<file path="config.mk">
export PLATFORM = sky130hd
export DESIGN_NAME = move_controller_flat
export DESIGN_NICKNAME = d
export VERILOG_FILES = /design/src/rtl/move_controller_if.sv /design/src/rtl/move_controller.sv /design/src/flat_wrapper.sv
export SDC_FILE = /design/constraint.sdc
export NUM_CORES = 1
export LEC_CHECK = 0
export ABC_AREA = 1
export BUFFER_PORTS_ARGS = -buffer_cell sky130_fd_sc_hd__buf_4
export CAP_MARGIN = 0
export CORE_UTILIZATION = 35
export DETAILED_ROUTE_END_ITERATION = 7
export SLEW_MARGIN = 20
export SYNTH_ARGS = -nofsm -noshare
export SYNTH_HDL_FRONTEND = slang
export SYNTH_SLANG_ARGS = --single-unit
</file>
<file path="constraint.sdc">
create_clock -name clk -period 2.4 [get_ports clk]
set_input_delay 0.24 -clock clk [delete_from_list [all_inputs] [get_ports clk]]
set_output_delay 0.24 -clock clk [all_outputs]
set_load 0.05 [all_outputs]
</file>
<file path="src/rtl/move_controller_if.sv">
// Mouse and board-block signal bundle for move_controller.
// Defining MOVE_COUNTER_EN adds the move_count output.
interface move_controller_if;
  logic         mouse_left;
  logic         mouse_right;
  logic         tile_valid;
  logic [5:0]   mouse_xy;
  logic [3:0]   tile_code;
  logic [5:0]   pp_pos;
  logic [63:0]  possible_moves;
  logic         game_over;
  logic         pick_piece;
  logic         place_piece;
  logic [5:0]   figure_position;
  logic         white_turn;
  logic         holding;
  logic         move_done;
`ifdef MOVE_COUNTER_EN
  logic [9:0]   move_count;

  modport master (
    output mouse_left, mouse_right, tile_valid, mouse_xy, tile_code,
           pp_pos, possible_moves, game_over,
    input  pick_piece, place_piece, figure_position, white_turn, holding,
           move_done, move_count
  );

  modport slave (
    input  mouse_left, mouse_right, tile_valid, mouse_xy, tile_code,
           pp_pos, possible_moves, game_over,
    output pick_piece, place_piece, figure_position, white_turn, holding,
           move_done, move_count
  );
`else
  modport master (
    output mouse_left, mouse_right, tile_valid, mouse_xy, tile_code,
           pp_pos, possible_moves, game_over,
    input  pick_piece, place_piece, figure_position, white_turn, holding,
           move_done
  );

  modport slave (
    input  mouse_left, mouse_right, tile_valid, mouse_xy, tile_code,
           pp_pos, possible_moves, game_over,
    output pick_piece, place_piece, figure_position, white_turn, holding,
           move_done
  );
`endif
endinterface

</file>
<file path="src/rtl/move_controller.sv">
// Turn-aware mouse-to-board move sequencer feeding chess_board pick/place strobes.
// Optional MOVE_COUNTER_EN adds a saturating full-move counter (move_count).
module move_controller #(
  parameter int DEBOUNCE_CYCLES = 650000
) (
  input logic              clk,
  input logic              rst,
  move_controller_if.slave bus
);

  localparam int CNT_W = (DEBOUNCE_CYCLES < 2) ? 1 : $clog2(DEBOUNCE_CYCLES + 1);
  localparam logic [CNT_W-1:0] LOCK_LOAD = CNT_W'(DEBOUNCE_CYCLES);

  typedef enum logic [2:0] {IDLE, PICK, HOLD, PLACE_BACK, PLACE_MOVE} state_t;

  state_t           state;
  logic             mouse_left_q, mouse_right_q;
  logic             left_edge, right_edge;
  logic [CNT_W-1:0] lockout;
  logic [5:0]       sel_pos, target_pos;
  logic             pick_piece, place_piece, white_turn, holding, move_done;
  logic [5:0]       figure_position;

  logic own_piece, left_ok, right_ok;
  logic idle_pick, hold_cancel, hold_move, load_lockout;

  assign own_piece = white_turn ? (bus.tile_code >= 4'd1 && bus.tile_code <= 4'd6)
                                : (bus.tile_code >= 4'd7 && bus.tile_code <= 4'd12);
  assign left_ok   = left_edge  && (lockout == '0);
  assign right_ok  = right_edge && (lockout == '0);

  // Cancel (right click or clicking the origin tile) outranks a legal move.
  assign idle_pick   = left_ok && bus.tile_valid && own_piece && !bus.game_over;
  assign hold_cancel = right_ok || (left_ok && bus.tile_valid && bus.mouse_xy == bus.pp_pos);
  assign hold_move   = left_ok && bus.tile_valid && bus.possible_moves[bus.mouse_xy];
  assign load_lockout = (state == IDLE && idle_pick) ||
                        (state == HOLD && (hold_cancel || hold_move));

  assign bus.pick_piece      = pick_piece;
  assign bus.place_piece     = place_piece;
  assign bus.figure_position = figure_position;
  assign bus.white_turn      = white_turn;
  assign bus.holding         = holding;
  assign bus.move_done       = move_done;

`ifdef MOVE_COUNTER_EN
  logic [9:0] move_count;
  assign bus.move_count = move_count;
`endif

  always_ff @(posedge clk) begin
    if (rst) begin
      state           <= IDLE;
      mouse_left_q    <= 1'b0;
      mouse_right_q   <= 1'b0;
      left_edge       <= 1'b0;
      right_edge      <= 1'b0;
      lockout         <= '0;
      sel_pos         <= 6'd0;
      target_pos      <= 6'd0;
      pick_piece      <= 1'b0;
      place_piece     <= 1'b0;
      figure_position <= 6'd0;
      white_turn      <= 1'b1;
      holding         <= 1'b0;
      move_done       <= 1'b0;
`ifdef MOVE_COUNTER_EN
      move_count      <= 10'd0;
`endif
    end else begin
      mouse_left_q  <= bus.mouse_left;
      mouse_right_q <= bus.mouse_right;
      left_edge     <= bus.mouse_left  & ~mouse_left_q;
      right_edge    <= bus.mouse_right & ~mouse_right_q;

      if (load_lockout)
        lockout <= LOCK_LOAD;
      else if (lockout != '0)
        lockout <= lockout - CNT_W'(1);

      pick_piece  <= 1'b0;
      place_piece <= 1'b0;
      move_done   <= 1'b0;

      case (state)
        IDLE: begin
          if (idle_pick) begin
            sel_pos <= bus.mouse_xy;
            state   <= PICK;
          end
        end
        PICK: begin
          pick_piece      <= 1'b1;
          figure_position <= sel_pos;
          holding         <= 1'b1;
          state           <= HOLD;
        end
        HOLD: begin
          if (hold_cancel) begin
            holding <= 1'b0;
            state   <= PLACE_BACK;
          end else if (hold_move) begin
            target_pos <= bus.mouse_xy;
            holding    <= 1'b0;
            state      <= PLACE_MOVE;
          end
        end
        PLACE_BACK: begin
          place_piece     <= 1'b1;
          figure_position <= bus.pp_pos;
          state           <= IDLE;
        end
        PLACE_MOVE: begin
          place_piece     <= 1'b1;
          figure_position <= target_pos;
          move_done       <= 1'b1;
          white_turn      <= ~white_turn;
`ifdef MOVE_COUNTER_EN
          // Black's placement completes a full move.
          if (!white_turn && move_count != 10'd1023)
            move_count <= move_count + 10'd1;
`endif
          state           <= IDLE;
        end
        default: state <= IDLE;
      endcase
    end
  end

endmodule

</file>
<file path="src/flat_wrapper.sv">
// flat-port wrapper written by rule: the top's interface ports become plain ports
module move_controller_flat 
#(
  parameter int DEBOUNCE_CYCLES = 650000
)
  (clk, rst, bus_mouse_left, bus_mouse_right, bus_tile_valid, bus_mouse_xy, bus_tile_code, bus_pp_pos, bus_possible_moves, bus_game_over, bus_pick_piece, bus_place_piece, bus_figure_position, bus_white_turn, bus_holding, bus_move_done);
  move_controller_if bus_i ();
  input logic clk;
  input logic rst;
  input wire logic [$bits(bus_i.mouse_left)-1:0] bus_mouse_left;
  input wire logic [$bits(bus_i.mouse_right)-1:0] bus_mouse_right;
  input wire logic [$bits(bus_i.tile_valid)-1:0] bus_tile_valid;
  input wire logic [$bits(bus_i.mouse_xy)-1:0] bus_mouse_xy;
  input wire logic [$bits(bus_i.tile_code)-1:0] bus_tile_code;
  input wire logic [$bits(bus_i.pp_pos)-1:0] bus_pp_pos;
  input wire logic [$bits(bus_i.possible_moves)-1:0] bus_possible_moves;
  input wire logic [$bits(bus_i.game_over)-1:0] bus_game_over;
  output wire logic [$bits(bus_i.pick_piece)-1:0] bus_pick_piece;
  output wire logic [$bits(bus_i.place_piece)-1:0] bus_place_piece;
  output wire logic [$bits(bus_i.figure_position)-1:0] bus_figure_position;
  output wire logic [$bits(bus_i.white_turn)-1:0] bus_white_turn;
  output wire logic [$bits(bus_i.holding)-1:0] bus_holding;
  output wire logic [$bits(bus_i.move_done)-1:0] bus_move_done;
  assign bus_i.mouse_left = bus_mouse_left;
  assign bus_i.mouse_right = bus_mouse_right;
  assign bus_i.tile_valid = bus_tile_valid;
  assign bus_i.mouse_xy = bus_mouse_xy;
  assign bus_i.tile_code = bus_tile_code;
  assign bus_i.pp_pos = bus_pp_pos;
  assign bus_i.possible_moves = bus_possible_moves;
  assign bus_i.game_over = bus_game_over;
  assign bus_pick_piece = bus_i.pick_piece;
  assign bus_place_piece = bus_i.place_piece;
  assign bus_figure_position = bus_i.figure_position;
  assign bus_white_turn = bus_i.white_turn;
  assign bus_holding = bus_i.holding;
  assign bus_move_done = bus_i.move_done;
  move_controller #(.DEBOUNCE_CYCLES(DEBOUNCE_CYCLES)) u_core (.clk(clk), .rst(rst), .bus(bus_i));
endmodule
</file>
After elaboration in Yosys (flattened, before gate mapping)
Index checks and enable logic that the tools add are counted.

Output and inout bits: 11. Logic and storage cells: 77. Input bits: 86. Bits in registers: 50.

Eq/ne operators: 7. Reduce and logical (&&, ||, !) cells: 27. Muxes and demuxes: 16. Order comparisons: 5. $add $sub $neg: 1. Bitwise gates (word level): 6.

Operators with widths (number): $mux W20 (2); $logic_not A20 Y1 (1); $reduce_bool A20 Y1 (1); $sub A20 B1 Y20 const B (1); $pmux W6 S3 (1); $logic_and A1 B1 Y1 (11); $mux W3 (3); $pmux W3 S3 (1); $lt A6 B7 Y1 const B (1); $mux W1 (7); $bmux W1 S6 (1); $eq A3 B2 Y1 const B (2); $eq A6 B6 Y1 (1); $reduce_and A2 Y1 (3); $ge A4 B1 Y1 const B (1); $ge A4 B3 Y1 const B (1); $le A4 B3 Y1 const B (1); $le A4 B4 Y1 const B (1); $not A1 Y1 (4); $reduce_bool A2 Y1 (2); $reduce_or A2 Y1 (2); $eq A3 B1 Y1 const B (1); $eq A3 B3 Y1 const B (1); $logic_not A3 Y1 (1); other kinds (8) (11).

Depth between registers and ports, before layout
Gate-level depths: netlist (run 1).

Word-level depth: 9. Depth in mapped cells: 14. Mapped depth without buffers: 13.

Worst setup path before layout (run 1)
OpenSTA, ideal clock, no wires.

Kind: register to register. From: reg u_core.white_turn, in the netlist u_core.bus.white_turn. To: reg u_core.lockout[7]. Required time: 2282 ps. Period minus slack after synthesis: 1810 ps. Path slack: 590 ps. Path buffers: 1. Stages on the path, launching flop included: 9. Library setup time: 118 ps. Arrival: 1692 ps. Path through: dfxtp_1 > o21ai_0 > o21ai_0 > nand4_2 > o21ai_2 > inv_2 > nand3_2 > buf_4 > nor2_1.

Cells in the longest elaborated chain, start to end: 6.

RTL lines: from (decl) (RTL line move_controller.sv:21) `logic pick_piece, place_piece, white_turn, holding, move_done;`; from (signal assigned) (RTL line move_controller.sv:117) `white_turn <= ~white_turn;`; $mux W1 (RTL line move_controller.sv:27) `assign own_piece = white_turn ? (bus.tile_code >= 4'd1 && bus.tile_code <= 4'd6)`; $logic_and A1 B1 Y1 (2 in a row) (RTL line move_controller.sv:33) `assign idle_pick = left_ok && bus.tile_valid && own_piece && !bus.game_over;`; $logic_and A1 B1 Y1 (RTL line move_controller.sv:36) `assign load_lockout = (state == IDLE && idle_pick) ||`; $logic_or A1 B1 Y1 (RTL line move_controller.sv:36); $reduce_or A2 Y1 (no line); to (signal assigned) (RTL line move_controller.sv:79) `lockout <= lockout - CNT_W'(1);`; to (decl) (RTL line move_controller.sv:19) `logic [CNT_W-1:0] lockout;`.

Every way passes these cells. A chain may end at the register's enable or synchronous reset.

Worst setup path after layout (run 1)
From: reg u_core.lockout[0]. To: reg u_core.sel_pos[1].

Cells in the longest elaborated chain, start to end: 6.

RTL lines: $logic_not A20 Y1 (RTL line move_controller.sv:29) `assign left_ok = left_edge && (lockout == '0);`; $logic_and A1 B1 Y1 (RTL line move_controller.sv:29); $logic_and A1 B1 Y1 (3 in a row) (RTL line move_controller.sv:33); $reduce_and A2 Y1 (no line); to (signal assigned) (RTL line move_controller.sv:88) `sel_pos <= bus.mouse_xy;`; to (decl) (RTL line move_controller.sv:20) `logic [5:0] sel_pos, target_pos;`.

Every way passes these cells.

==> summary.json, run 1 <==
{
  "asyncSetResetFlopFracSynth": {"value": 0, "unit": "%"},
  "max_clock_freq": {"value": 499, "unit": "MHz"},
  "cts_setup_buffers": {"value": 0},
  "synthDominantAreaCellType": {"value": "dfxtp_1"},
  "post-synth-top-count-cell": {"value": "nand2_1"},
  "grt_pass1_wl": {"value": 16300, "unit": "um"},
  "timing_worst_slew_pin_value": {"value": 0.525, "unit": "ns"},
  "setup_total_negative_slack": {"value": 0, "unit": "ns"},
  "area_growth_syn_to_layout": {"value": 26.0, "unit": "%"},
  "overflow": {"value": 0},
  "core": {"value": 9370, "unit": "sq um"},
  "power-per-cell-area": {"value": 933, "unit": "nW/um^2"},
  "timing.setup.critical_path_class": {"value": "flip-flop to flip-flop"},
  "switching_power": {"value": 1900, "unit": "uW"},
  "ios": {"value": 97},
  "groute.usage.overall": {"value": 19.7, "unit": "%"},
  "antennaDiodeCount": {"value": 0},
  "number_of_iterations_in_the_first_detailed_routing_pass": {"value": 5},
  "final-max-slew-violation-count": {"value": 0},
  "design.die.area": {"value": 10200, "unit": "sq um"},
  "setup_slack": {"value": 0.397, "unit": "ns"},
  "synth_top_flop_cell": {"value": "dfxtp_1"},
  "synth-seq-area-share": {"value": 29.2, "unit": "%"},
  "final_layout_size_suffix_gt1_share": {"value": 21.5, "unit": "%"},
  "placement.cell_area": {"value": 4220, "unit": "sq um"},
  "finalSetupViolations": {"value": 0},
  "power.internal": {"value": 2130, "unit": "uW"},
  "route.final.wire_length": {"value": 9580, "unit": "um"},
  "portion_of_the_clock_cycle_consumed_by_the_worst_path_in_the_final_layout": {"value": 83.5, "unit": "%"},
  "drv.max_cap_violation_count": {"value": 0},
  "design.final.nets": {"value": 737},
  "synthesis.nets": {"value": 647},
  "regArea": {"value": 1000, "unit": "sq um"},
  "ir_drop": {"value": 0.687, "unit": "mV"},
  "n_fill_cell": {"value": 1051},
  "clk_pin_slew_worst_paths": {"value": 0.10, "unit": "ns"},
  "cts_tree": {"value": "yes"},
  "holdWs": {"value": 0.164, "unit": "ns"},
  "p_total": {"value": 4020, "unit": "uW"},
  "number_of_library_cell_types_mapped_by_synthesis": {"value": 37},
  "grt_start_max_net_pins": {"value": 31},
  "timing.max_slew.rel_slack": {"value": 64.9, "unit": "%"},
  "start_util": {"value": 36.5, "unit": "%"},
  "nature_of_the_critical_path_endpoint": {"value": "flip-flop"},
  "avgRoutedWirePerCell": {"value": 12.3, "unit": "um"},
  "ys_seq_elements": {"value": 50},
  "netlist_area": {"value": 3420, "unit": "sq um"},
  "die_y": {"value": 101, "unit": "um"},
  "detail_route.drc_violations": {"value": 0},
  "synthTopCellsByArea": {"value": "dfxtp_1 29%, nand2_1 15%, nand3_1 12%, inv_1 11%, nor2_1 6.6%"},
  "die_w": {"value": 101, "unit": "um"},
  "top_signal_layer_used": {"value": "met4"},
  "h-tree-depth": {"value": 2},
  "timing.critical_path.arrival": {"value": 2.25, "unit": "ns"},
  "critPathMaxFanout": {"value": 6},
  "cts_buffers": {"value": 5},
  "antenna_violating_nets_post_route": {"value": 0},
  "avgViaCountPerCell": {"value": 4.79},
  "number_of_antenna_violations_at_the_first_check_in_global_routing": {"value": 0},
  "worst_ep_required_time": {"value": 2.65, "unit": "ns"},
  "power_switching_share": {"value": 47.1, "unit": "%"},
  "number_of_global_route_vias_before_repair": {"value": 3523},
  "grt_setup_unrepaired": {"value": "false"},
  "synth_enable_flop_cells": {"value": 0},
  "drt-initial-drc-count": {"value": 153},
  "route.vias.total": {"value": 3729},
  "share_seq_of_total_power": {"value": 30.4, "unit": "%"},
  "clock_tree_skew_after_final_layout": {"value": 0.0156, "unit": "ns"},
  "finalCriticalPeriod": {"value": 2.00, "unit": "ns"},
  "synthesized_instance_count": {"value": 559},
  "post-synth-top-area-fraction": {"value": 29.2, "unit": "%"},
  "post_synth_most_frequent_cells": {"value": "133 x nand2_1, 96 x inv_1, 79 x nand3_1, 60 x nor2_1, 50 x dfxtp_1"},
  "final_weighted_congestion_of_routability_driven_global_placement": {"value": 0.865},
  "routed-wl-met2": {"value": 4700, "unit": "um"},
  "static-leakage-power": {"value": 0.00230, "unit": "uW"},
  "final_design_area_no_fill": {"value": 4310, "unit": "sq um"},
  "preCtsSetupSlack": {"value": 0.264, "unit": "ns"},
  "clock_latency": {"value": 0.31, "unit": "ns"},
  "post_cts_resized": {"value": 0},
  "comb_power_share": {"value": 56.9, "unit": "%"},
  "p_clk_share": {"value": 12.7, "unit": "%"},
  "detailedPlacementHpwl": {"value": 7570, "unit": "um"},
  "cts_hold_buf": {"value": 0},
  "wirelength_met1": {"value": 4330, "unit": "um"},
  "ys_warn_count": {"value": 0},
  "number_of_failing_hold_endpoints_at_the_final_stage": {"value": 0},
  "crit_path_start_kind": {"value": "flip-flop"},
  "clock_tree.buffer_depth": {"value": 2},
  "placementRows": {"value": 35},
  "clock-root-buffer": {"value": "clkbuf_8"},
  "wl_met3": {"value": 418, "unit": "um"},
  "multiInputGateArea": {"value": 1920, "unit": "sq um"},
  "min-delay-path-class": {"value": "primary input to flip-flop"},
  "average_size_of_a_mapped_cell": {"value": 6.12, "unit": "sq um"},
  "run_status": {"value": "finished, final reports clean"},
  "portBuffers": {"value": 96},
  "clock_sinks": {"value": 50}
}
[critical path, cell delays in order, from the launching register on]
cell and delay, ns:
dfxtp_1 0.34, inv_1 0.11, ha_1 0.18, inv_1 0.06, nor4_1 0.21, nand4_1 0.19
nor3_1 0.19, nand3_1 0.11, nor2_1 0.33, o21ai_0 0.14, nor2_1 0.10
[cell type report]
type | instances | area share [%]
multi-input combinational | 390 | 44.4
sequential | 50 | 23.2
timing repair buffer | 102 | 17.8
inverter | 100 | 8.71
tap | 129 | 3.74
clock buffer | 5 | 1.60
clock inverter | 3 | 0.551
[path summary, 6_finish.rpt]
| path | endpoint | slack, ns | depth (start not counted) | startpoint |
|---|---|---|---|---|
| setup / recovery | u_core.sel_pos[1]$_SDFFE_PP0P_ | 0.40 | 10 | u_core.lockout[0]$_SDFFE_PP0P_ |
| hold / removal | u_core.mouse_right_q$_SDFF_PP0_ | 0.16 | 3 | bus_mouse_right |
| hold reg to reg | u_core.left_edge$_SDFF_PP0_ | 0.39 | 1 | u_core.mouse_left_q$_SDFF_PP0_ |
| setup reg to reg | u_core.sel_pos[1]$_SDFFE_PP0P_ | 0.40 | 10 | u_core.lockout[0]$_SDFFE_PP0P_ |
[layout by cell type, fill, tap and decap left out, types with 2 or more instances in the layout]
cell type | Yosys | layout
o21ai_0 | 17 | 17
clkbuf_8 | 0 | 5
a21oi_2 | 2 | 2
ha_1 | 2 | 2
o21bai_1 | 6 | 6
a31o_2 | 2 | 2
nor3_1 | 15 | 15
xnor2_1 | 7 | 7
or2_2 | 6 | 6
inv_1 | 96 | 96
nand3_2 | 2 | 2
nand4_1 | 7 | 7
o22ai_1 | 7 | 7
inv_2 | 4 | 4
nand2_1 | 133 | 133
nor2_1 | 60 | 60
nand3_1 | 79 | 79
xor2_1 | 6 | 6
buf_4 | 6 | 102
nor4_1 | 3 | 3
clkinvlp_4 | 0 | 2
dfxtp_1 | 50 | 50
nor2_2 | 6 | 6
nand2_2 | 2 | 2
a21oi_1 | 18 | 18
[power by group through the flow]
stage                     logic [uW]  clock network [uW]  registers [uW]
after floorplan                 1610                   0            1370
after global placement          2270                   0            1230
after detailed placement        2300                   0            1240
after CTS                       2310                 531            1220
after global routing            2600                 558            1250
final                           2290                 513            1220
[per-stage QoR]
step / instances / util (%)
2_1_floorplan: 559 / -
3_3_place_gp: 771 / 45.0
3_5_place_dp: 771 / 45.0
4_1_cts: 779 / 46.0
5_1_grt: 779 / 46.0
6_report: 779 / 46.0
[sequential cells by signal (all words and copies together) (netlist names)]
signal and cells:
u_core.mouse_left_q 1, u_core.bus.place_piece 1, u_core.bus.move_done 1, u_core.lockout 20, u_core.mouse_right_q 1, u_core.bus.holding 1
u_core.bus.figure_position 6, u_core.left_edge 1, u_core.state 3, u_core.bus.pick_piece 1, u_core.bus.white_turn 1, u_core.target_pos 6
u_core.right_edge 1, u_core.sel_pos 6
[routing by layer]
| metal | vias to the layer above | track usage [%] |
|---|---|---|
| met5 | - | 0 |
| met4 | 0 | 4.57 |
| met3 | 12 | 3.05 |
| met2 | 81 | 34.9 |
| met1 | 1698 | 24.9 |
| li1 | 1938 | - |
[cells by family (layout without fill, tap and decap cells)]
| family | after synthesis | after routing | share of synthesized area (%) |
|---|---|---|---|
| AO/OA/AOI/OAI | 56 | 56 | 9.65 |
| XOR/XNOR | 13 | 13 | 3.33 |
| adder cells (fa/ha/maj) | 2 | 2 | 0.731 |
| buffers and inverters | 119 | 210 | 14.8 |
| flip-flops | 50 | 50 | 29.2 |
| AND/OR/NAND/NOR | 319 | 319 | 42.3 |
No activity file was read; power rests on OpenSTA's default activity.
==> run 2: changes to the inputs <==
==> constraint.sdc (replaced) <==
create_clock -name clk -period 2 [get_ports clk]
set_input_delay 0.2 -clock clk [delete_from_list [all_inputs] [get_ports clk]]
set_output_delay 0.2 -clock clk [all_outputs]
set_load 0.05 [all_outputs]
==> summary.json, run 2 (same netlist as run 1, synthesis figures left out) <==
{
  "run_status": {"value": "finished, final reports clean"},
  "layout_commonest_cell": {"value": "nand2_1"},
  "cts_hold_buf": {"value": 0},
  "route.final.wire_length": {"value": 9710, "unit": "um"},
  "portBuffers": {"value": 96},
  "ir_drop": {"value": 0.849, "unit": "mV"},
  "max_flop_register": {"value": "u_core.lockout"},
  "max_clock_freq": {"value": 553, "unit": "MHz"},
  "number_of_iterations_in_the_first_detailed_routing_pass": {"value": 4},
  "power-per-cell-area": {"value": 1130, "unit": "nW/um^2"},
  "number_of_antenna_violations_at_the_first_check_in_global_routing": {"value": 0},
  "detailedPlacementHpwl": {"value": 7660, "unit": "um"},
  "antenna_violating_nets_post_route": {"value": 0},
  "share_seq_of_total_power": {"value": 29.1, "unit": "%"},
  "power.internal": {"value": 2700, "unit": "uW"},
  "final_layout_size_suffix_gt1_share": {"value": 24.7, "unit": "%"},
  "die_w": {"value": 101, "unit": "um"},
  "largest_register_ffs": {"value": 20},
  "finalCriticalPeriod": {"value": 1.81, "unit": "ns"},
  "groute.usage.overall": {"value": 19.8, "unit": "%"},
  "timing.setup.critical_path_class": {"value": "flip-flop to flip-flop"},
  "number_of_failing_hold_endpoints_at_the_final_stage": {"value": 0},
  "worst_ep_required_time": {"value": 2.26, "unit": "ns"},
  "avgRoutedWirePerCell": {"value": 12.2, "unit": "um"},
  "final_weighted_congestion_of_routability_driven_global_placement": {"value": 0.833},
  "antennaDiodeCount": {"value": 0},
  "switching_power": {"value": 2360, "unit": "uW"},
  "die_y": {"value": 101, "unit": "um"},
  "cts_buffers": {"value": 5},
  "clock_tree.buffer_depth": {"value": 2},
  "number_of_global_route_vias_before_repair": {"value": 3621},
  "p_clk_share": {"value": 11.9, "unit": "%"},
  "grt_pass1_wl": {"value": 16100, "unit": "um"},
  "final_design_area_no_fill": {"value": 4490, "unit": "sq um"},
  "clock-root-buffer": {"value": "clkbuf_8"},
  "comb_power_share": {"value": 59.1, "unit": "%"},
  "p_total": {"value": 5050, "unit": "uW"},
  "static-leakage-power": {"value": 0.00239, "unit": "uW"},
  "layout_common_cells": {"value": "133 x nand2_1, 115 x buf_4, 94 x inv_1"},
  "avgViaCountPerCell": {"value": 4.75},
  "crit_path_start_kind": {"value": "flip-flop"},
  "grt_setup_unrepaired": {"value": "false"},
  "clock_sinks": {"value": 50},
  "timing_worst_slew_pin_value": {"value": 0.426, "unit": "ns"},
  "power_switching_share": {"value": 46.6, "unit": "%"},
  "design.die.area": {"value": 10200, "unit": "sq um"},
  "clock_tree_skew_after_final_layout": {"value": 0.0121, "unit": "ns"},
  "ios": {"value": 97},
  "final-max-slew-violation-count": {"value": 0},
  "clock_latency": {"value": 0.31, "unit": "ns"},
  "detail_route.drc_violations": {"value": 0},
  "overflow": {"value": 0},
  "cts_setup_buffers": {"value": 0},
  "core": {"value": 9370, "unit": "sq um"},
  "portion_of_the_clock_cycle_consumed_by_the_worst_path_in_the_final_layout": {"value": 90.5, "unit": "%"},
  "finalSetupViolations": {"value": 0},
  "nature_of_the_critical_path_endpoint": {"value": "flip-flop"},
  "design.final.nets": {"value": 752},
  "drv.max_cap_violation_count": {"value": 0},
  "timing.critical_path.arrival": {"value": 2.06, "unit": "ns"},
  "drt-initial-drc-count": {"value": 138},
  "cts_tree": {"value": "yes"},
  "setup_total_negative_slack": {"value": 0, "unit": "ns"},
  "h-tree-depth": {"value": 2},
  "route.vias.total": {"value": 3775},
  "setup_slack": {"value": 0.191, "unit": "ns"},
  "post_cts_resized": {"value": 0},
  "min-delay-path-class": {"value": "primary input to flip-flop"},
  "placement.cell_area": {"value": 4360, "unit": "sq um"},
  "grt_start_max_net_pins": {"value": 31},
  "placementRows": {"value": 35},
  "preCtsSetupSlack": {"value": 0.133, "unit": "ns"},
  "critPathMaxFanout": {"value": 6},
  "timing.max_slew.rel_slack": {"value": 71.3, "unit": "%"},
  "clk_pin_slew_worst_paths": {"value": 0.10, "unit": "ns"},
  "area_growth_syn_to_layout": {"value": 31.1, "unit": "%"},
  "start_util": {"value": 36.5, "unit": "%"}
}
==> run 2: metrics by stage <==
stage / util (%) / std cells / hold WS, ns
floorplan: - / 559 / 0.325
global placement: 46.5 / 786 / 0.381
detailed placement: 46.5 / 786 / 0.381
CTS: 47.4 / 794 / 0.107
global route: 47.9 / 794 / 0.114
finish: 47.9 / 794 / 0.115
==> run 2: per-layer routing <==
metal	routed length, um	global-route usage, %
met3	434	2.70
met1	4360	24.5
met4	132	5.02
met5	0	0
met2	4780	36.0
==> run 2: critical path, stage by stage, from the launching register on <==
cell and delay, ns:
dfxtp_2 0.34, inv_2 0.07, ha_4 0.13, inv_1 0.05, nor4_2 0.21, nand4_1 0.18, nor3_2 0.19, nand3_1 0.11
nor2_1 0.15, buf_4 0.15, o21ai_0 0.07, nor2_1 0.10
==> run 2: cell type report <==
class / count / area [sq um]
timing repair buffer: 117 / 903
fill: 1020 / 4880
clock buffer: 6 / 72.6
sequential: 50 / 1000
clock inverter: 2 / 13.8
multi-input combinational: 390 / 1960
tap: 129 / 161
inverter: 100 / 375
==> run 2: final timing paths <==
path / from / endpoint / slack, ns / cells after the start
max: u_core.lockout[1]$_SDFFE_PP0P_ / u_core.sel_pos[5]$_SDFFE_PP0P_ / 0.19 / 11
min: bus_mouse_left / u_core.mouse_left_q$_SDFF_PP0_ / 0.11 / 3
max reg2reg: u_core.lockout[1]$_SDFFE_PP0P_ / u_core.sel_pos[5]$_SDFFE_PP0P_ / 0.19 / 11
min reg2reg: u_core.mouse_right_q$_SDFF_PP0_ / u_core.right_edge$_SDFF_PP0_ / 0.39 / 1
==> run 2: power groups by stage <==
stage | logic [uW] | clock network, uW | registers [uW]
floorplan | 1930 | 0 | 1640
global placement | 2850 | 0 | 1480
detailed placement | 2880 | 0 | 1480
CTS | 2900 | 615 | 1460
global route | 3360 | 666 | 1500
finish | 2990 | 600 | 1470
==> run 3: changes to the inputs <==
--- a/config.mk
+++ b/config.mk
@@ -5,11 +5,14 @@
 export SDC_FILE = /design/constraint.sdc
 export NUM_CORES = 1
 export LEC_CHECK = 0
-export ABC_AREA = 1
 export BUFFER_PORTS_ARGS = -buffer_cell sky130_fd_sc_hd__buf_4
 export CAP_MARGIN = 0
+export CELL_PAD_IN_SITES_DETAIL_PLACEMENT = 1
+export CELL_PAD_IN_SITES_GLOBAL_PLACEMENT = 1
 export CORE_UTILIZATION = 35
 export DETAILED_ROUTE_END_ITERATION = 7
+export PLACE_DENSITY_LB_ADDON = 0.1
+export RECOVER_POWER = 25
 export SLEW_MARGIN = 20
 export SYNTH_ARGS = -nofsm -noshare
 export SYNTH_HDL_FRONTEND = slang
==> summary.json, run 3 <==
{
  "run_status": {"value": "finished, violations left"},
  "failing_checks": {"value": "negative setup slack"},
  "groute.usage.overall": {"value": 22.3, "unit": "%"},
  "timing.setup.critical_path_class": {"value": "flip-flop to flip-flop"},
  "nature_of_the_critical_path_endpoint": {"value": "flip-flop"},
  "cts_buffers": {"value": 5},
  "finalSetupViolations": {"value": 34},
  "clock_tree.buffer_depth": {"value": 2},
  "average_size_of_a_mapped_cell": {"value": 9.09, "unit": "sq um"},
  "synth_enable_flop_cells": {"value": 0},
  "power.internal": {"value": 3160, "unit": "uW"},
  "number_of_antenna_violations_at_the_first_check_in_global_routing": {"value": 0},
  "grt_start_max_net_pins": {"value": 42},
  "regArea": {"value": 1000, "unit": "sq um"},
  "n_fill_cell": {"value": 984},
  "portion_of_the_clock_cycle_consumed_by_the_worst_path_in_the_final_layout": {"value": 116, "unit": "%"},
  "max_flop_register": {"value": "u_core.lockout"},
  "worst_ep_required_time": {"value": 2.20, "unit": "ns"},
  "ir_drop": {"value": 0.408, "unit": "mV"},
  "power-per-cell-area": {"value": 1090, "unit": "nW/um^2"},
  "share_seq_of_total_power": {"value": 24.4, "unit": "%"},
  "grt_setup_unrepaired": {"value": "true"},
  "avgViaCountPerCell": {"value": 5.29},
  "clock-root-buffer": {"value": "clkbuf_8"},
  "finalCriticalPeriod": {"value": 2.33, "unit": "ns"},
  "setup_slack": {"value": -0.328, "unit": "ns"},
  "start_util": {"value": 36.8, "unit": "%"},
  "number_of_failing_hold_endpoints_at_the_final_stage": {"value": 0},
  "switching_power": {"value": 1950, "unit": "uW"},
  "ys_warn_count": {"value": 0},
  "timing.max_slew.rel_slack": {"value": 62.5, "unit": "%"},
  "placementRows": {"value": 33},
  "drv.max_cap_violation_count": {"value": 0},
  "timing.critical_path.arrival": {"value": 2.53, "unit": "ns"},
  "portBuffers": {"value": 96},
  "setup_total_negative_slack": {"value": -5.31, "unit": "ns"},
  "final-max-slew-violation-count": {"value": 0},
  "final_weighted_congestion_of_routability_driven_global_placement": {"value": 0.763},
  "die_w": {"value": 95.8, "unit": "um"},
  "p_clk_share": {"value": 14.7, "unit": "%"},
  "clock_sinks": {"value": 50},
  "layout_commonest_cell": {"value": "buf_4"},
  "min-delay-path-class": {"value": "primary input to flip-flop"},
  "detail_route.drc_violations": {"value": 0},
  "crit_path_start_kind": {"value": "flip-flop"},
  "detailedPlacementHpwl": {"value": 7780, "unit": "um"},
  "antenna_violating_nets_post_route": {"value": 0},
  "timing.critical_path.cells": {"value": "or4_4, or4_4, o211ai_1, buf_4, nor2_4, xnor2_2, a21oi_1, or2_1"},
  "final_layout_size_suffix_gt1_share": {"value": 46.8, "unit": "%"},
  "post-synth-top-count-cell": {"value": "dfxtp_1"},
  "h-tree-depth": {"value": 2},
  "number_of_global_route_vias_before_repair": {"value": 3386},
  "final_standard_cell_count_with_taps_included_and_fillers_excluded": {"value": 603},
  "comb_power_share": {"value": 60.9, "unit": "%"},
  "static-leakage-power": {"value": 0.00207, "unit": "uW"},
  "synthTopCellsByArea": {"value": "dfxtp_1 32%, mux2i_1 10%, nor2_1 4.8%, xor2_1 3.7%, a21oi_1 3.4%"},
  "slowest_stage_delay_cp": {"value": 0.57, "unit": "ns"},
  "cp.buffers_inverters": {"value": 1},
  "overflow": {"value": 0},
  "synthesized_instance_count": {"value": 339},
  "antennaDiodeCount": {"value": 0},
  "critical_path.top_delay_family": {"value": "simple AND/OR/NAND/NOR gates"},
  "clk_pin_slew_worst_paths": {"value": 0.11, "unit": "ns"},
  "timing_worst_slew_pin_value": {"value": 0.559, "unit": "ns"},
  "core": {"value": 8380, "unit": "sq um"},
  "clock_tree_skew_after_final_layout": {"value": 0.0128, "unit": "ns"},
  "post-synth-top-area-fraction": {"value": 32.5, "unit": "%"},
  "cts_tree": {"value": "yes"},
  "power_switching_share": {"value": 38.2, "unit": "%"},
  "synthDominantAreaCellType": {"value": "dfxtp_1"},
  "critPathSlowestCell": {"value": "or4_4"},
  "max_clock_freq": {"value": 430, "unit": "MHz"},
  "preCtsSetupSlack": {"value": -0.392, "unit": "ns"},
  "die_y": {"value": 95.8, "unit": "um"},
  "dp.cells": {"value": 583},
  "critPathMaxFanout": {"value": 4},
  "synth-seq-area-share": {"value": 32.5, "unit": "%"},
  "route.final.wire_length": {"value": 10600, "unit": "um"},
  "route.vias.total": {"value": 3189},
  "asyncSetResetFlopFracSynth": {"value": 0, "unit": "%"},
  "area_growth_syn_to_layout": {"value": 52.8, "unit": "%"},
  "drt-initial-drc-count": {"value": 61},
  "cpMostUsedCell": {"value": "or4_4"},
  "number_of_iterations_in_the_first_detailed_routing_pass": {"value": 4},
  "netlist_area": {"value": 3080, "unit": "sq um"},
  "clock_latency": {"value": 0.31, "unit": "ns"},
  "largest_register_ffs": {"value": 20},
  "multiInputGateArea": {"value": 2130, "unit": "sq um"},
  "synth_top_flop_cell": {"value": "dfxtp_1"},
  "layout_common_cells": {"value": "157 x buf_4, 49 x dfxtp_1, 32 x mux2i_1"},
  "avgRoutedWirePerCell": {"value": 17.5, "unit": "um"},
  "design.final.nets": {"value": 585},
  "ios": {"value": 97},
  "synthesis.nets": {"value": 427},
  "design.die.area": {"value": 9180, "unit": "sq um"},
  "post_synth_most_frequent_cells": {"value": "50 x dfxtp_1, 39 x nor2_1, 32 x mux2i_1, 21 x a21oi_1, 17 x nand2_1"},
  "number_of_library_cell_types_mapped_by_synthesis": {"value": 56},
  "ys_seq_elements": {"value": 50},
  "grt_pass1_wl": {"value": 15900, "unit": "um"}
}
run 3: worst paths after layout:
kind	start	endpoint	slack [ns]	cells past startpoint
min reg2reg	u_core.mouse_right_q$_SDFF_PP0_	u_core.right_edge$_SDFF_PP0_	0.39	1
min	bus_mouse_left	u_core.mouse_left_q$_SDFF_PP0_	0.14	2
max reg2reg	u_core.lockout[5]$_SDFFE_PP0P_	u_core.lockout[8]$_SDFFE_PP0P_	-0.33	8
max	u_core.lockout[5]$_SDFFE_PP0P_	u_core.lockout[8]$_SDFFE_PP0P_	-0.33	8
run 3: kinds of logic after synthesis:
kind of cell / count (synthesis) / synth area share (%)
simple gates: 134 / 22.9
compound gates: 68 / 15.3
flops: 50 / 32.5
mux: 43 / 17.0
xor+xnor: 21 / 5.97
buf+inv: 21 / 5.52
fa+ha+maj: 2 / 0.812
run 3: worst reg2reg max path, stage by stage, from the launching register on:
cell,delay [ns]
dfxtp_2,0.33
or4_4,0.57
or4_4,0.46
o211ai_1,0.19
buf_4,0.19
nor2_4,0.04
xnor2_2,0.13
a21oi_1,0.09
or2_1,0.22
run 3: power groups by stage:
stage	Sequential [uW]	Clock, uW	Combinational, uW
2_1_floorplan	1270	0	1200
6_report	1250	752	3120
3_5_place_dp	1260	0	2320
3_3_place_gp	1250	0	2210
4_1_cts	1240	763	2590
5_1_grt	1260	800	3330
run 3: cell type report:
cell class | instances | area share [%]
Clock buffer | 6 | 1.54
Inverter | 3 | 0.239
Tap cell | 105 | 2.79
Multi-Input combinational cell | 268 | 45.3
Timing Repair Buffer | 169 | 28.1
Clock inverter | 2 | 0.797
Sequential cell | 50 | 21.3
run 3: routing by layer:
layer,vias up,GRT usage (%),wire [um]
met3,8,3.00,241
met1,1573,25.6,4380
li1,1556,-,-
met4,0,3.73,77
met2,52,44.0,5860
met5,-,0,0
run 3: what timing repair did:
item / in CTS / in global routing
endpoints found under the setup margin: 33 / 35
pin swaps: 6 / 13
hold buffers: 0 / 0
buffers inserted: 6 / 6
gates resized for setup: 17 / 39
run 3: through the flow:
step	total power, uW	util [%]	hold WS (ns)	area, sq um
floorplan	2470	-	0.279	3090
global placement	3460	50.8	0.374	4260
detailed placement	3580	50.8	0.387	4260
CTS	4600	53.6	0.141	4490
global route	5390	56.2	0.136	4710
finish	5120	56.2	0.144	4710
